`src/rtl/pvr_mem_pkg.sv`:
```
// pvr_mem_pkg: shared PVR memory widths, arbiter state type and one-hot helper
package pvr_mem_pkg;
  localparam int PVR_ADDR_W = 22;
  localparam int PVR_DATA_W = 32;
  typedef enum logic [1:0] {IDLE, ISSUE, DATA} arb_state_t;
  function automatic logic [7:0] onehot(input logic [2:0] idx);
    return 8'b1 << idx;
  endfunction
endpackage

```
`src/rtl/pvr_ddram_arbiter_rr_pick.sv`:
```
// rr_pick: rotate-priority encoder, first set req bit searching upward from last_i+1
// Ports: req_i request vector, last_i previous grant, any_o some request set, grant_o winner index
module rr_pick #(
  parameter int N = 3,
  parameter int IDX_W = $clog2(N)
) (
  input  logic [N-1:0]     req_i,
  input  logic [IDX_W-1:0] last_i,
  output logic             any_o,
  output logic [IDX_W-1:0] grant_o
);
  int j;
  always_comb begin
    any_o = |req_i;
    grant_o = '0;
    j = 0;
    // Walk offsets from farthest to nearest so the nearest set bit wins.
    for (int k = N; k >= 1; k--) begin
      j = (int'(last_i) + k) % N;
      if (req_i[j]) grant_o = IDX_W'(j);
    end
  end
endmodule

```
`src/rtl/pvr_ddram_arbiter.sv`:
```
// pvr_ddram_arbiter: round-robin share of the PVR DDRAM burst-read port among NUM_REQ clients
// Ports: req_read_i/req_addr_i client requests, req_ack_o/rd_*_o client responses,
// ddram_* Avalon-style burst master, busy_o not idle, protocol_err_o sticky stray-data flag
module pvr_ddram_arbiter
  import pvr_mem_pkg::*;
#(
  parameter int NUM_REQ = 3,
  parameter int BURST_LEN = 32,
  parameter int CNT_W = 6
) (
  input  logic                         clock_i,
  input  logic                         reset_i,
  input  logic [NUM_REQ-1:0]           req_read_i,
  input  logic [NUM_REQ*PVR_ADDR_W-1:0] req_addr_i,
  output logic [NUM_REQ-1:0]           req_ack_o,
  output logic [PVR_DATA_W-1:0]        rd_data_o,
  output logic [NUM_REQ-1:0]           rd_valid_o,
  output logic [NUM_REQ-1:0]           rd_last_o,
  input  logic                         ddram_waitrequest_i,
  output logic [PVR_ADDR_W-1:0]        ddram_addr_o,
  output logic [CNT_W:0]               ddram_burstcnt_o,
  output logic                         ddram_read_burst_o,
  input  logic [PVR_DATA_W-1:0]        ddram_readdata_i,
  input  logic                         ddram_readdata_valid_i,
  output logic                         busy_o,
  output logic                         protocol_err_o
);
  localparam int IDX_W = $clog2(NUM_REQ);
  arb_state_t state_q, state_d;
  logic [IDX_W-1:0] grant_q, grant_d, last_q, last_d, pick;
  logic [CNT_W-1:0] cnt_q, cnt_d;
  logic [NUM_REQ-1:0] ack_q, ack_d, vld_q, vld_d, lst_q, lst_d, oh;
  logic [PVR_DATA_W-1:0] data_q, data_d;
  logic [PVR_ADDR_W-1:0] addr_q, addr_d;
  logic burst_q, burst_d, perr_q, perr_d, busy_q, any;
  rr_pick #(.N(NUM_REQ)) u_pick (.req_i(req_read_i), .last_i(last_q), .any_o(any), .grant_o(pick));
  assign oh = NUM_REQ'(onehot(3'(grant_q)));
  always_comb begin
    state_d = state_q;
    grant_d = grant_q;
    last_d = last_q;
    cnt_d = cnt_q;
    addr_d = addr_q;
    burst_d = burst_q;
    data_d = data_q;
    perr_d = perr_q;
    ack_d = '0;
    vld_d = '0;
    lst_d = '0;
    case (state_q)
      IDLE: begin
        perr_d = perr_q | ddram_readdata_valid_i;
        if (any) begin
          grant_d = pick;
          addr_d = req_addr_i[int'(pick)*PVR_ADDR_W +: PVR_ADDR_W];
          burst_d = 1'b1;
          cnt_d = '0;
          state_d = ISSUE;
        end
      end
      ISSUE: begin
        // DDRAM only returns data after acceptance, so any valid here is stray.
        perr_d = perr_q | ddram_readdata_valid_i;
        if (!ddram_waitrequest_i) begin
          burst_d = 1'b0;
          ack_d = oh;
          state_d = DATA;
        end
      end
      default: begin
        if (ddram_readdata_valid_i) begin
          data_d = ddram_readdata_i;
          vld_d = oh;
          cnt_d = cnt_q + 1'b1;
          if (cnt_q == CNT_W'(BURST_LEN - 1)) begin
            lst_d = oh;
            last_d = grant_q;
            state_d = IDLE;
          end
        end
      end
    endcase
  end
  always_ff @(posedge clock_i or posedge reset_i) begin
    if (reset_i) begin
      state_q <= IDLE;
      grant_q <= '0;
      last_q <= IDX_W'(NUM_REQ - 1);
      cnt_q <= '0;
      addr_q <= '0;
      burst_q <= 1'b0;
      data_q <= '0;
      perr_q <= 1'b0;
      ack_q <= '0;
      vld_q <= '0;
      lst_q <= '0;
      busy_q <= 1'b0;
    end else begin
      state_q <= state_d;
      grant_q <= grant_d;
      last_q <= last_d;
      cnt_q <= cnt_d;
      addr_q <= addr_d;
      burst_q <= burst_d;
      data_q <= data_d;
      perr_q <= perr_d;
      ack_q <= ack_d;
      vld_q <= vld_d;
      lst_q <= lst_d;
      busy_q <= state_d != IDLE;
    end
  end
  assign req_ack_o = ack_q;
  assign rd_data_o = data_q;
  assign rd_valid_o = vld_q;
  assign rd_last_o = lst_q;
  assign ddram_addr_o = addr_q;
  assign ddram_burstcnt_o = (CNT_W+1)'(BURST_LEN);
  assign ddram_read_burst_o = burst_q;
  assign busy_o = busy_q;
  assign protocol_err_o = perr_q;
endmodule

```
`config.mk`:
```
export PLATFORM = sky130hd
export DESIGN_NAME = pvr_ddram_arbiter
export DESIGN_NICKNAME = d
export VERILOG_FILES = /design/src/rtl/pvr_mem_pkg.sv /design/src/rtl/pvr_ddram_arbiter_rr_pick.sv /design/src/rtl/pvr_ddram_arbiter.sv
export SDC_FILE = /design/constraint.sdc
export NUM_CORES = 1
export LEC_CHECK = 0
export BUFFER_PORTS_ARGS = -buffer_cell sky130_fd_sc_hd__buf_4
export CORE_MARGIN = 8
export CORE_UTILIZATION = 35
export DETAILED_ROUTE_END_ITERATION = 10
export PLACE_DENSITY = 0.7
export SKIP_CTS_REPAIR_TIMING = 1
export SLEW_MARGIN = 15
export SYNTH_ARGS = -nofsm -noshare
export SYNTH_HDL_FRONTEND = slang
export SYNTH_SLANG_ARGS = --single-unit
```
`constraint.sdc`:
```
create_clock -name clock_i -period 2.65 [get_ports clock_i]
set_input_delay 0 -clock clock_i [delete_from_list [all_inputs] [get_ports clock_i]]
set_output_delay 0 -clock clock_i [all_outputs]
set_load 0.01 [all_outputs]
```
==> results of run 1 <==
## how the worst max path moves through the flow
stage | start | to | slack, ns
after global routing | last_q[0] | ddram_addr_o[10] | 0.003
after floorplan | last_q[1] | ddram_addr_o[0] | 0.48
after CTS | last_q[1] | ddram_addr_o[0] | 0.15
final | last_q[1] | ddram_addr_o[2] | 0.10
after detailed placement | last_q[1] | ddram_addr_o[10] | 0.14
after global placement | last_q[1] | ddram_addr_o[16] | 0.27
## critical path, stage by stage (launching register included)
cell     delay [ns]
dfstp_2        0.54
ha_1           0.37
mux2_4         0.34
mux2_4         0.38
or2_4          0.37
a41oi_1        0.28
a31oi_1        0.12
## cell usage after synthesis (2+ instances only)
library cell	count
nor2b_1	4
xnor2_1	2
mux2_4	2
nor3_1	5
clkbuf_1	18
mux2_2	33
nor4b_2	20
buf_6	5
conb_1	2
inv_1	7
a31oi_1	23
and2_1	2
nand3b_1	2
dfrtp_1	77
nor2_1	17
or4_1	21
nand2b_1	5
ha_1	5
o21ai_0	31
buf_4	7
a22oi_1	21
a41oi_1	22
and3b_1	3
nand2_1	12
buf_2	14
nand3_1	7
## power groups by stage
| stage | logic, uW | registers [uW] | clock network [uW] |
|---|---|---|---|
| 2_1_floorplan | 971 | 1850 | 0 |
| 3_3_place_gp | 1870 | 1760 | 0 |
| 3_5_place_dp | 1930 | 1770 | 0 |
| 4_1_cts | 1930 | 1750 | 1390 |
| 5_1_grt | 2150 | 1790 | 1450 |
| 6_report | 1970 | 1750 | 1360 |
## metal layers
layer,vias to the layer above,track usage,wire length [um]
met5,-,0,0
met4,0,0.0651,198
met3,17,0.0447,1120
met2,214,0.274,6700
met1,1877,0.197,5780
li1,1865,-,-
## metrics by stage
step | util | hold WS [ns] | area (um^2)
after floorplan | - | 0.121 | 4280
after CTS | 0.501 | -0.113 | 5990
after global placement | 0.473 | 0.234 | 5650
after global routing | 0.531 | 0.0195 | 6350
after detailed placement | 0.473 | 0.238 | 5650
final | 0.531 | 0.00306 | 6350
## final cells by class
cell class	count	area share
well taps	147	0.0289
repair buffers	223	0.280
multi-input cells	262	0.327
clock inverters	3	0.0102
flip-flops and latches	78	0.307
clock buffers	13	0.0425
inverters	7	0.00453
## flip-flops by register name, summed over array words and instances (netlist names)
| register | count |
|---|---|
| state_q | 2 |
| last_q | 2 |
| rd_data_o | 32 |
| rd_last_o | 3 |
| ddram_read_burst_o | 1 |
| cnt_q | 6 |
| busy_o | 1 |
| ddram_addr_o | 22 |
| req_ack_o | 3 |
| rd_valid_o | 3 |
| grant_q | 2 |
| protocol_err_o | 1 |
## cell families (layout without fill, tap and decap cells)
group,Yosys count,count (layout)
AO/OA/AOI/OAI,110,110
AND/OR/NAND/NOR,101,101
flip-flops,78,78
buffers and inverters,51,246
multiplexers,36,36
adder cells (fa/ha/maj),5,5
XOR/XNOR,3,3
other,2,7
==> results by group, run 1 <==
Yosys
  – Simple logic cell fraction of the synthesized area: 0.179
  – FF+latch count, synth: 78
  – Compound-Gate Fraction of Synth Area: 0.179
  – Most area-hungry cell type in the Yosys netlist: dfrtp_1
  – Most used DFF post-synth: dfrtp_1
  – Avg Cell Area, Syn: 11.0 um^2
  – Mux cell area share after synthesis: 0.0967
  – Cell area after synthesis: 4260 um^2
  – Post-Synth Adder-Cell Area: 0.0147
  – Top cell type's share of synthesized area: 0.453
  – Count of unique library cells instantiated by Yosys: 45
  – Async S/R FF share, synth: 1.00
  – Post-Synth XOR/XNOR Area: 0.00617
  – Register area share after synthesis: 0.459
  – Synth warn: 0
  – Number of synthesized flops with an enable pin: 0
  – Mapped Cells: 386
  – Synth area leaders: dfrtp_1 45%, mux2_2 8.7%, nor4b_2 7.1%
  – Main combinational cell family by area after synthesis: simple AND/OR/NAND/NOR gates

Run status
  – Status: finished, final reports clean

Layout
  – Area of the multi-input gates: 2080 um^2
  – Area grow syn2layout: 49.3%
  – Post-Layout Cell Count: 733
  – Fillers: 1002
  – Layout Nets: 691
  – Antenna cells: 0
  – Layout cell share with drive strength beyond 1: 0.457
  – Register area: 1950 um^2
  – Most common cell after layout, fill and taps aside: buf_4
  – Most frequent cells in the layout: 186 x buf_4, 77 x dfrtp_1, 36 x dlygate4sd3_1

Critical path
  – Crit path DAT: 2.75 ns
  – Worst Path Max Fanout: 21
  – Crit end category: register
  – Crit Path Category: register to register
  – Number of cells on the worst reg-to-reg path: 6
  – Reg2reg start: last_q[1]
  – FF-to-FF End: ddram_addr_o[2]
  – Reg2Reg Setup Slack: 0.10 ns
  – Type of origin of the critical path: register
  – Critical Path RT: 2.85 ns

Die
  – Die Span Y: 126 um
  – Die ar.: 15900 um^2
  – Die width: 126 um
  – FP Rows: 40
  – Core Region: 12000 um^2
  – Top Ports: 178
  – Starting density of the core: 0.356

Global route
  – Initial antenna violation count: 0
  – First-pass GRT wire length: 21100 um
  – Vias in the first global route: 4159
  – GRT Total Usage: 0.164
  – Grt total ovfl: 0
  – Largest net degree at the start of global routing: 67

Route
  – Wire per inst: 18.8 um
  – DRC marker count from the first detailed-route iteration: 366
  – Routed WL: 13800 um
  – DRC violations left: 0
  – Detail Route Antenna Nets: 0
  – Drt first pass iters: 4
  – DR vias: 3973
  – Via density per instance: 5.42

Clock tree
  – H-tree depth: 3
  – TritonCTS buffer count: 9
  – Worst-path clk slew: 0.06 ns
  – Root buf cell: clkbuf_16
  – TritonCTS clock tree: built
  – Maximum buffer depth of the clock tree: 2
  – Clock sink total: 78
  – Clk_lat worst skew: 0.33 ns

Timing
  – Crit share post-route: 0.962
  – Max Clock Skew: 0.00698 ns
  – Final Max Slew Viols: 0
  – Crit path time final: 2.55 ns
  – Setup TNS Final: 0 ns
  – Slew at the pin with the worst max-slew slack: 0.801 ns
  – RSZ-0062 raised after global routing: false
  – Fmax: 392 MHz
  – Final Hold Vio Count: 0
  – Final setup fails: 0
  – Final worst slack: 0.101 ns
  – Worst slew margin: 0.466

Power
  – Power Total: 5080 uW
  – Clock power share: 0.268
  – Worst VDD drop: 0.363 mV
  – Switch Pwr: 1700 uW
  – Cell Int Power: 3380 uW
  – Comb power frac: 0.387
  – PwrDens: 799 nW/um^2
  – Flop pwr share: 0.345
  – Sw frac: 0.335
  – Pleak: 0.00270 uW

Worst hold path
  – Min-delay src: req_addr_i[16]
  – Worst Hold End: ddram_addr_o[16]
  – Worst min-delay path category: primary input to register
  – Hold Crit Depth: 3

Job
  – Max-Cap Viols: 0

Place
  – DP HPWL: 9880 um
  – GP Congestion: 0.816
  – Port Buffers: 170
  – Placed insts: 681
  – Pre-CTS WS: 0.139 ns
Power figures use the tool's default switching activity.
==> run 2: changes to the inputs <==
Settings changed: CTS_BUF_LIST set to sky130_fd_sc_hd__clkbuf_4 sky130_fd_sc_hd__clkbuf_8.
==> run 2 against run 1 <==
Effect of this change: the run now ends with negative hold slack left; clock power is 24% lower; register-to-register slack hardly changed; sequential cell count stayed put; final area is 0.43% lower; sequential power hardly changed; non-clock buffer count is 7 higher; clock skew is 0.0049 ns higher; wire length is 0.30% higher; setup slack better by 0.0099 ns; critical endpoint is now ddram_addr_o[0]; largest cell class unchanged.
==> results by group, run 2 (synthesis results as in run 1) <==
Timing
  – Crit path time final: 2.54 ns (-0.00990 ns)
  – Final Max Slew Viols: 0 (unchanged)
  – Min Hold Slack: -0.0215 ns (-0.0245 ns)
  – Setup TNS Final: 0 ns (unchanged)
  – Slew at the pin with the worst max-slew slack: 0.794 ns (-0.00704 ns)
  – Fmax: 394 MHz (+0.39%)
  – Final worst slack: 0.111 ns (+0.00990 ns)
  – Max Clock Skew: 0.0118 ns (+0.00487 ns)
  – Final Hold Vio Count: 9 (+9)
  – Final setup fails: 0 (unchanged)
  – Worst slew margin: 0.471 (+0.00469)
  – Crit share post-route: 0.958 (-0.00373)
  – RSZ-0062 raised after global routing: false

Clock tree
  – Maximum buffer depth of the clock tree: 2 (unchanged)
  – Worst-path clk slew: 0.08 ns (+0.02 ns)
  – TritonCTS buffer count: 9 (unchanged)
  – Clk_lat worst skew: 0.35 ns (+0.02 ns)
  – Clock sink total: 78 (unchanged)
  – H-tree depth: 3 (unchanged)
  – TritonCTS clock tree: built
  – Root buf cell: clkbuf_8

Critical path
  – Crit-path leading delay family: multiplexers
  – Buf+Inv Stages, Crit Path: 0 (unchanged)
  – Reg2reg start: last_q[1]
  – Crit end category: register
  – Worst Path Max Fanout: 21 (unchanged)
  – Number of cells on the worst reg-to-reg path: 6 (unchanged)
  – FF-to-FF End: ddram_addr_o[0]
  – Crit Path Category: register to register
  – Type of origin of the critical path: register
  – Crit-path max cell delay: 0.55 ns (about the same)
  – Critical path depth: 6 (unchanged)
  – Crit path DAT: 2.75 ns (about the same)
  – Critical path's slowest cell: dfstp_2
  – Critical Path RT: 2.86 ns (about the same)
  – Reg2Reg Setup Slack: 0.11 ns (about the same)
  – Cell chain of the critical path: ha_1 > mux2_4 > mux2_4 > or2_4 > a41oi_1 > a31oi_1
  – Most used cell, CP: mux2_4

Worst hold path
  – Min-delay src: req_addr_i[16]
  – Worst min-delay path category: primary input to register
  – Worst Hold End: ddram_addr_o[16]
  – Hold Crit Depth: 3 (unchanged)

Run status
  – Failing checks: negative hold slack
  – Status: complete, but fails checks

Route
  – Drt first pass iters: 7 (+3)
  – Routed WL: 13800 um (+0.30%)
  – Wire per inst: 18.7 um (-0.65%)
  – DRC marker count from the first detailed-route iteration: 345 (-5.7%)
  – DR vias: 3984 (+0.28%)
  – DRC violations left: 0 (unchanged)
  – Via density per instance: 5.38 (-0.67%)
  – Detail Route Antenna Nets: 0 (unchanged)

Power
  – Comb power frac: 0.415 (+0.028)
  – Flop pwr share: 0.368 (+0.023)
  – Cell Int Power: 3100 uW (-8.3%)
  – Clock power share: 0.217 (-0.051)
  – PwrDens: 752 nW/um^2 (-5.9%)
  – Switch Pwr: 1660 uW (-2.5%)
  – Pleak: 0.00269 uW (-0.50%)
  – Worst VDD drop: 0.324 mV (-11%)
  – Sw frac: 0.349 (+0.0138)
  – Power Total: 4760 uW (-6.3%)

Layout
  – Most frequent cells in the layout: 186 x buf_4, 77 x dfrtp_1, 43 x dlygate4sd3_1
  – Layout cell share with drive strength beyond 1: 0.454 (-0.00371)
  – Antenna cells: 0 (unchanged)
  – Area of the multi-input gates: 2080 um^2 (unchanged)
  – Number of flip-flops in the largest register: 32 (unchanged)
  – Area grow syn2layout: 48.6%
  – Register area: 1950 um^2 (unchanged)
  – Most common cell after layout, fill and taps aside: buf_4
  – Core Util, Final: 0.529 (-0.00230)
  – Fillers: 997 (-0.50%)
  – Post-Layout Cell Count: 740 (+0.95%)
  – Layout Nets: 698 (+1.0%)

Global route
  – Initial antenna violation count: 0 (unchanged)
  – GRT Total Usage: 0.164 (-0.000629)
  – Vias in the first global route: 4172 (+0.31%)
  – Grt total ovfl: 0 (unchanged)
  – First-pass GRT wire length: 21100 um (-0.26%)
  – Largest net degree at the start of global routing: 67 (unchanged)

Place
  – DP HPWL: 9880 um (unchanged)
  – Pre-CTS WS: 0.139 ns (unchanged)
  – Placed insts: 681 (unchanged)
  – Port Buffers: 170 (unchanged)
  – GP Congestion: 0.816 (unchanged)

Die
  – Die width: 126 um (unchanged)
  – FP Rows: 40 (unchanged)
  – Die ar.: 15900 um^2 (unchanged)
  – Top Ports: 178 (unchanged)
  – Starting density of the core: 0.356 (unchanged)
  – Die Span Y: 126 um (unchanged)
  – Core Region: 12000 um^2 (unchanged)

Job
  – Max-Cap Viols: 0 (unchanged)
## run 2: worst max-delay path by stage
stage / start / endpoint / slack [ns]
6_report: last_q[1] / ddram_addr_o[0] / 0.11
3_3_place_gp: last_q[1] / ddram_addr_o[16] / 0.27
4_1_cts: last_q[1] / ddram_addr_o[0] / 0.15
2_1_floorplan: last_q[1] / ddram_addr_o[0] / 0.48
3_5_place_dp: last_q[1] / ddram_addr_o[10] / 0.14
5_1_grt: last_q[0] / ddram_addr_o[10] / 0.005
## run 2: layout make-up
cell class	count	area share
well taps	147	0.0291
multi-input cells	262	0.328
clock buffers	13	0.0273
inverters	7	0.00455
clock inverters	3	0.0103
repair buffers	230	0.292
flip-flops and latches	78	0.309
## run 2: worst reg2reg max path, cell delays in order, from the launching register on
cell     delay (ns)
dfstp_2        0.55
ha_1           0.38
mux2_4         0.35
mux2_4         0.38
or2_4          0.37
a41oi_1        0.26
a31oi_1        0.12
## run 2: metal layers
metal / GRT usage / up-vias / wire (um)
li1: - / 1874 / -
met1: 0.196 / 1893 / 5810
met2: 0.274 / 201 / 6820
met3: 0.0447 / 16 / 1070
met4: 0.0637 / 0 / 131
met5: 0 / - / 0
## run 2: power by group through the flow
stage / combinational, uW / clock (uW) / sequential, uW
floorplan: 971 / 0 / 1850
global placement: 1870 / 0 / 1760
detailed placement: 1930 / 0 / 1770
CTS: 1930 / 1070 / 1750
global route: 2160 / 1120 / 1790
finish: 1980 / 1030 / 1750
## run 2: metrics by stage
step	instance area, um^2	hold WS [ns]
final	6330	-0.0215
after global routing	6330	0.00148
after CTS	5890	-0.140
after detailed placement	5650	0.238
after global placement	5650	0.234
after floorplan	4280	0.121
==> run 3: changes to the inputs <==
Settings changed: ABC_AREA set to 1, PLACE_DENSITY 0.7 to 0.71.
==> run 3 against run 2 <==
Effect of this change: the run still ends with negative hold slack left; clock skew grew 0.00090 ns; final area shrank 2.2%; fmax grew 17%; utilization shrank 0.74 points; register-to-register slack gained 0.37 ns; critical path depth grew 6; die area shrank 1.1%; critical endpoint is now ddram_addr_o[17]; combinational power shrank 12%; critical path type unchanged; largest cell class is now registers; worst hold slack gained 0.021 ns; wire length shrank 4.9%; final cell count grew 22%.
==> results by group, run 3 <==
Worst hold path
  – Worst min-delay path category: primary input to register

Critical path
  – Buf+Inv Stages, Crit Path: 2 (+2)
  – Crit-path max cell delay: 0.56 ns (about the same)
  – Crit Path Category: register to register
  – Critical path's slowest cell: dfstp_2
  – Crit-path leading delay family: simple AND/OR/NAND/NOR gates
  – Most used cell, CP: nand2_1
  – Worst Path Max Fanout: 23 (+9.5%)
  – Crit end category: register
  – Crit path DAT: 2.42 ns (-0.33 ns)
  – Type of origin of the critical path: register
  – Cell chain of the critical path: ha_1 > inv_2 > nand2_1 > nand3_2 > nand2_1 > nand2_1 > inv_2 > nand2_2 > nand2_4 > nand2_1 > nand3_1 > a21oi_1
  – Critical Path RT: 2.91 ns (+0.05 ns)

Power
  – Cell Int Power: 2900 uW (-6.5%)
  – Worst VDD drop: 0.287 mV (-12%)
  – PwrDens: 726 nW/um^2 (-3.5%)
  – Clock power share: 0.221 (+0.004)
  – Comb power frac: 0.386 (-0.029)
  – Power Total: 4490 uW (-5.6%)
  – Switch Pwr: 1600 uW (-3.9%)
  – Sw frac: 0.355 (+0.00620)
  – Pleak: 0.00349 uW (+30%)
  – Flop pwr share: 0.393 (+0.025)

Yosys
  – Most used DFF post-synth: dfrtp_1
  – Async S/R FF share, synth: 1.00 (unchanged)
  – Most area-hungry cell type in the Yosys netlist: dfrtp_1
  – FF+latch count, synth: 78 (unchanged)
  – Synth warn: 0 (unchanged)
  – Synth area leaders: dfrtp_1 46%, nand2_1 15%, inv_1 7.6%
  – Top cell type's share of synthesized area: 0.459 (+0.00593)
  – Mapped Cells: 546 (+41%)
  – Avg Cell Area, Syn: 7.70 um^2 (-30%)
  – Cell area after synthesis: 4200 um^2 (-1.3%)
  – Most instantiated cells after synthesis: 167 x nand2_1, 85 x inv_1, 77 x dfrtp_1
  – Register area share after synthesis: 0.465 (+0.00601)
  – Count of unique library cells instantiated by Yosys: 26 (-42%)
  – Number of synthesized flops with an enable pin: 0 (unchanged)
  – Most frequent cell after synthesis: nand2_1

Route
  – DRC marker count from the first detailed-route iteration: 258 (-25%)
  – Routed WL: 13100 um (-4.9%)
  – DRC violations left: 0 (unchanged)
  – Drt first pass iters: 5 (-2)
  – Detail Route Antenna Nets: 0 (unchanged)
  – Via density per instance: 4.65 (-14%)
  – DR vias: 4188 (+5.1%)
  – Wire per inst: 14.6 um (-22%)

Place
  – Port Buffers: 170 (unchanged)
  – DP HPWL: 9730 um (-1.5%)
  – Pre-CTS WS: 0.502 ns (+0.363 ns)
  – GP Congestion: 0.892 (+9.4%)

Die
  – Starting density of the core: 0.354 (-0.00164)
  – Core Region: 11900 um^2 (-0.84%)
  – FP Rows: 40 (unchanged)
  – Top Ports: 178 (unchanged)
  – Die width: 126 um (-0.57%)
  – Die ar.: 15800 um^2 (-1.1%)
  – Die Span Y: 126 um (-0.57%)

Layout
  – Most frequent cells in the layout: 179 x buf_4, 167 x nand2_1, 84 x inv_1
  – Layout cell share with drive strength beyond 1: 0.324 (-0.130)
  – Most common cell after layout, fill and taps aside: buf_4
  – Fillers: 1102 (+11%)
  – Number of flip-flops in the largest register: 32 (unchanged)
  – Area grow syn2layout: 47.3%
  – Layout Nets: 858 (+23%)
  – Antenna cells: 0 (unchanged)

Timing
  – Worst slew margin: 0.383 (-0.0874)
  – Crit path time final: 2.17 ns (-0.373 ns)
  – Final Hold Vio Count: 1 (-8)
  – Final setup fails: 0 (unchanged)
  – Slew at the pin with the worst max-slew slack: 0.924 ns (+0.130 ns)
  – RSZ-0062 raised after global routing: false
  – Final worst slack: 0.484 ns (+0.373 ns)
  – Max Clock Skew: 0.0127 ns (+0.000899 ns)
  – Min Hold Slack: -0.000751 ns (+0.0207 ns)
  – Final Max Slew Viols: 0 (unchanged)
  – Fmax: 462 MHz (+17%)
  – Crit share post-route: 0.817 (-0.141)
  – Setup TNS Final: 0 ns (unchanged)

Clock tree
  – H-tree depth: 3 (unchanged)
  – Root buf cell: clkbuf_8
  – Clock sink total: 78 (unchanged)
  – Worst-path clk slew: 0.09 ns (about the same)
  – TritonCTS buffer count: 9 (unchanged)
  – Clk_lat worst skew: 0.34 ns (about the same)
  – Maximum buffer depth of the clock tree: 2 (unchanged)
  – TritonCTS clock tree: built

Global route
  – Initial antenna violation count: 0 (unchanged)
  – GRT Total Usage: 0.157 (-0.00707)
  – Grt total ovfl: 0 (unchanged)
  – First-pass GRT wire length: 20400 um (-3.4%)
  – Vias in the first global route: 4118 (-1.3%)
  – Largest net degree at the start of global routing: 55 (-18%)

Run status
  – Status: complete, but fails checks
  – Failing checks: negative hold slack

Job
  – Max-Cap Viols: 0 (unchanged)
run 3: changes by cell type in the layout (fill, tap and decap cells not counted), sizes merged, moves of 22 or more:
cell	change
nand2	+171
inv	+83
nand3	+69
mux2	-35
a21oi	+24
o21ai	-24
a31oi	-23
a41oi	-22
run 3: stage by stage:
step / hold WS [ns] / cells / util / instance area [um^2]
2_1_floorplan: 0.110 / 551 / - / 4220
3_3_place_gp: 0.195 / 846 / 0.471 / 5580
4_1_cts: -0.165 / 862 / 0.490 / 5810
5_1_grt: 0.00344 / 900 / 0.522 / 6190
3_5_place_dp: 0.199 / 846 / 0.471 / 5580
6_report: -0.000751 / 900 / 0.522 / 6190
run 3: tightest hold or removal path: cells and delay by family:
family / cells / cell delay, ns
buffers and inverters: 2 / 0.15
AO/OA/AOI/OAI: 1 / 0.05
AND/OR/NAND/NOR: 2 / 0.11
run 3: per-layer routing:
metal	global-route usage	wire, um
met5	0	0
met4	0.0258	126
met3	0.0654	1250
met2	0.257	6160
met1	0.190	5610
run 3: cell families (layout without fill, tap and decap cells):
family | Yosys count | after routing | synth area share
simple gates | 302 | 302 | 0.336
buf+inv | 122 | 324 | 0.127
other cells | 2 | 7 | 0.00179
fa+ha+maj | 5 | 5 | 0.0149
flops | 78 | 78 | 0.465
compound gates | 37 | 37 | 0.0554
run 3: layout make-up:
cell class              instances  area, um^2  share of cell area
multi-input cells             351        1740               0.281
repair buffers                218        1740               0.282
clock inverters                 6        93.8              0.0152
inverters                      90         339              0.0548
clock buffers                  10         131              0.0212
flip-flops and latches         78        1950               0.316
well taps                     147         184              0.0297
run 3: power by group through the flow:
| stage | Sequential, uW | Clock (uW) | Combinational (uW) |
|---|---|---|---|
| 6_report | 1770 | 990 | 1740 |
| 5_1_grt | 1810 | 1070 | 1930 |
| 4_1_cts | 1770 | 1020 | 1710 |
| 3_5_place_dp | 1780 | 0 | 1710 |
| 3_3_place_gp | 1780 | 0 | 1660 |
| 2_1_floorplan | 1880 | 0 | 776 |
run 3: path summary, 6_finish.rpt:
path | end | from | depth (start not counted) | slack (ns)
worst max-delay path | ddram_addr_o[17] | last_q[1] | 12 | 0.48
worst min-delay path | ddram_addr_o[19] | req_addr_i[19] | 5 | -0.0008
worst max register to register | ddram_addr_o[17] | last_q[1] | 12 | 0.48
worst min register to register | rd_data_o[3] | rd_data_o[3] | 2 | 0.49
max in group asynchronous | rd_data_o[12] | reset_i | 4 | 1.47
min in group asynchronous | rd_data_o[30] | reset_i | 3 | 0.42
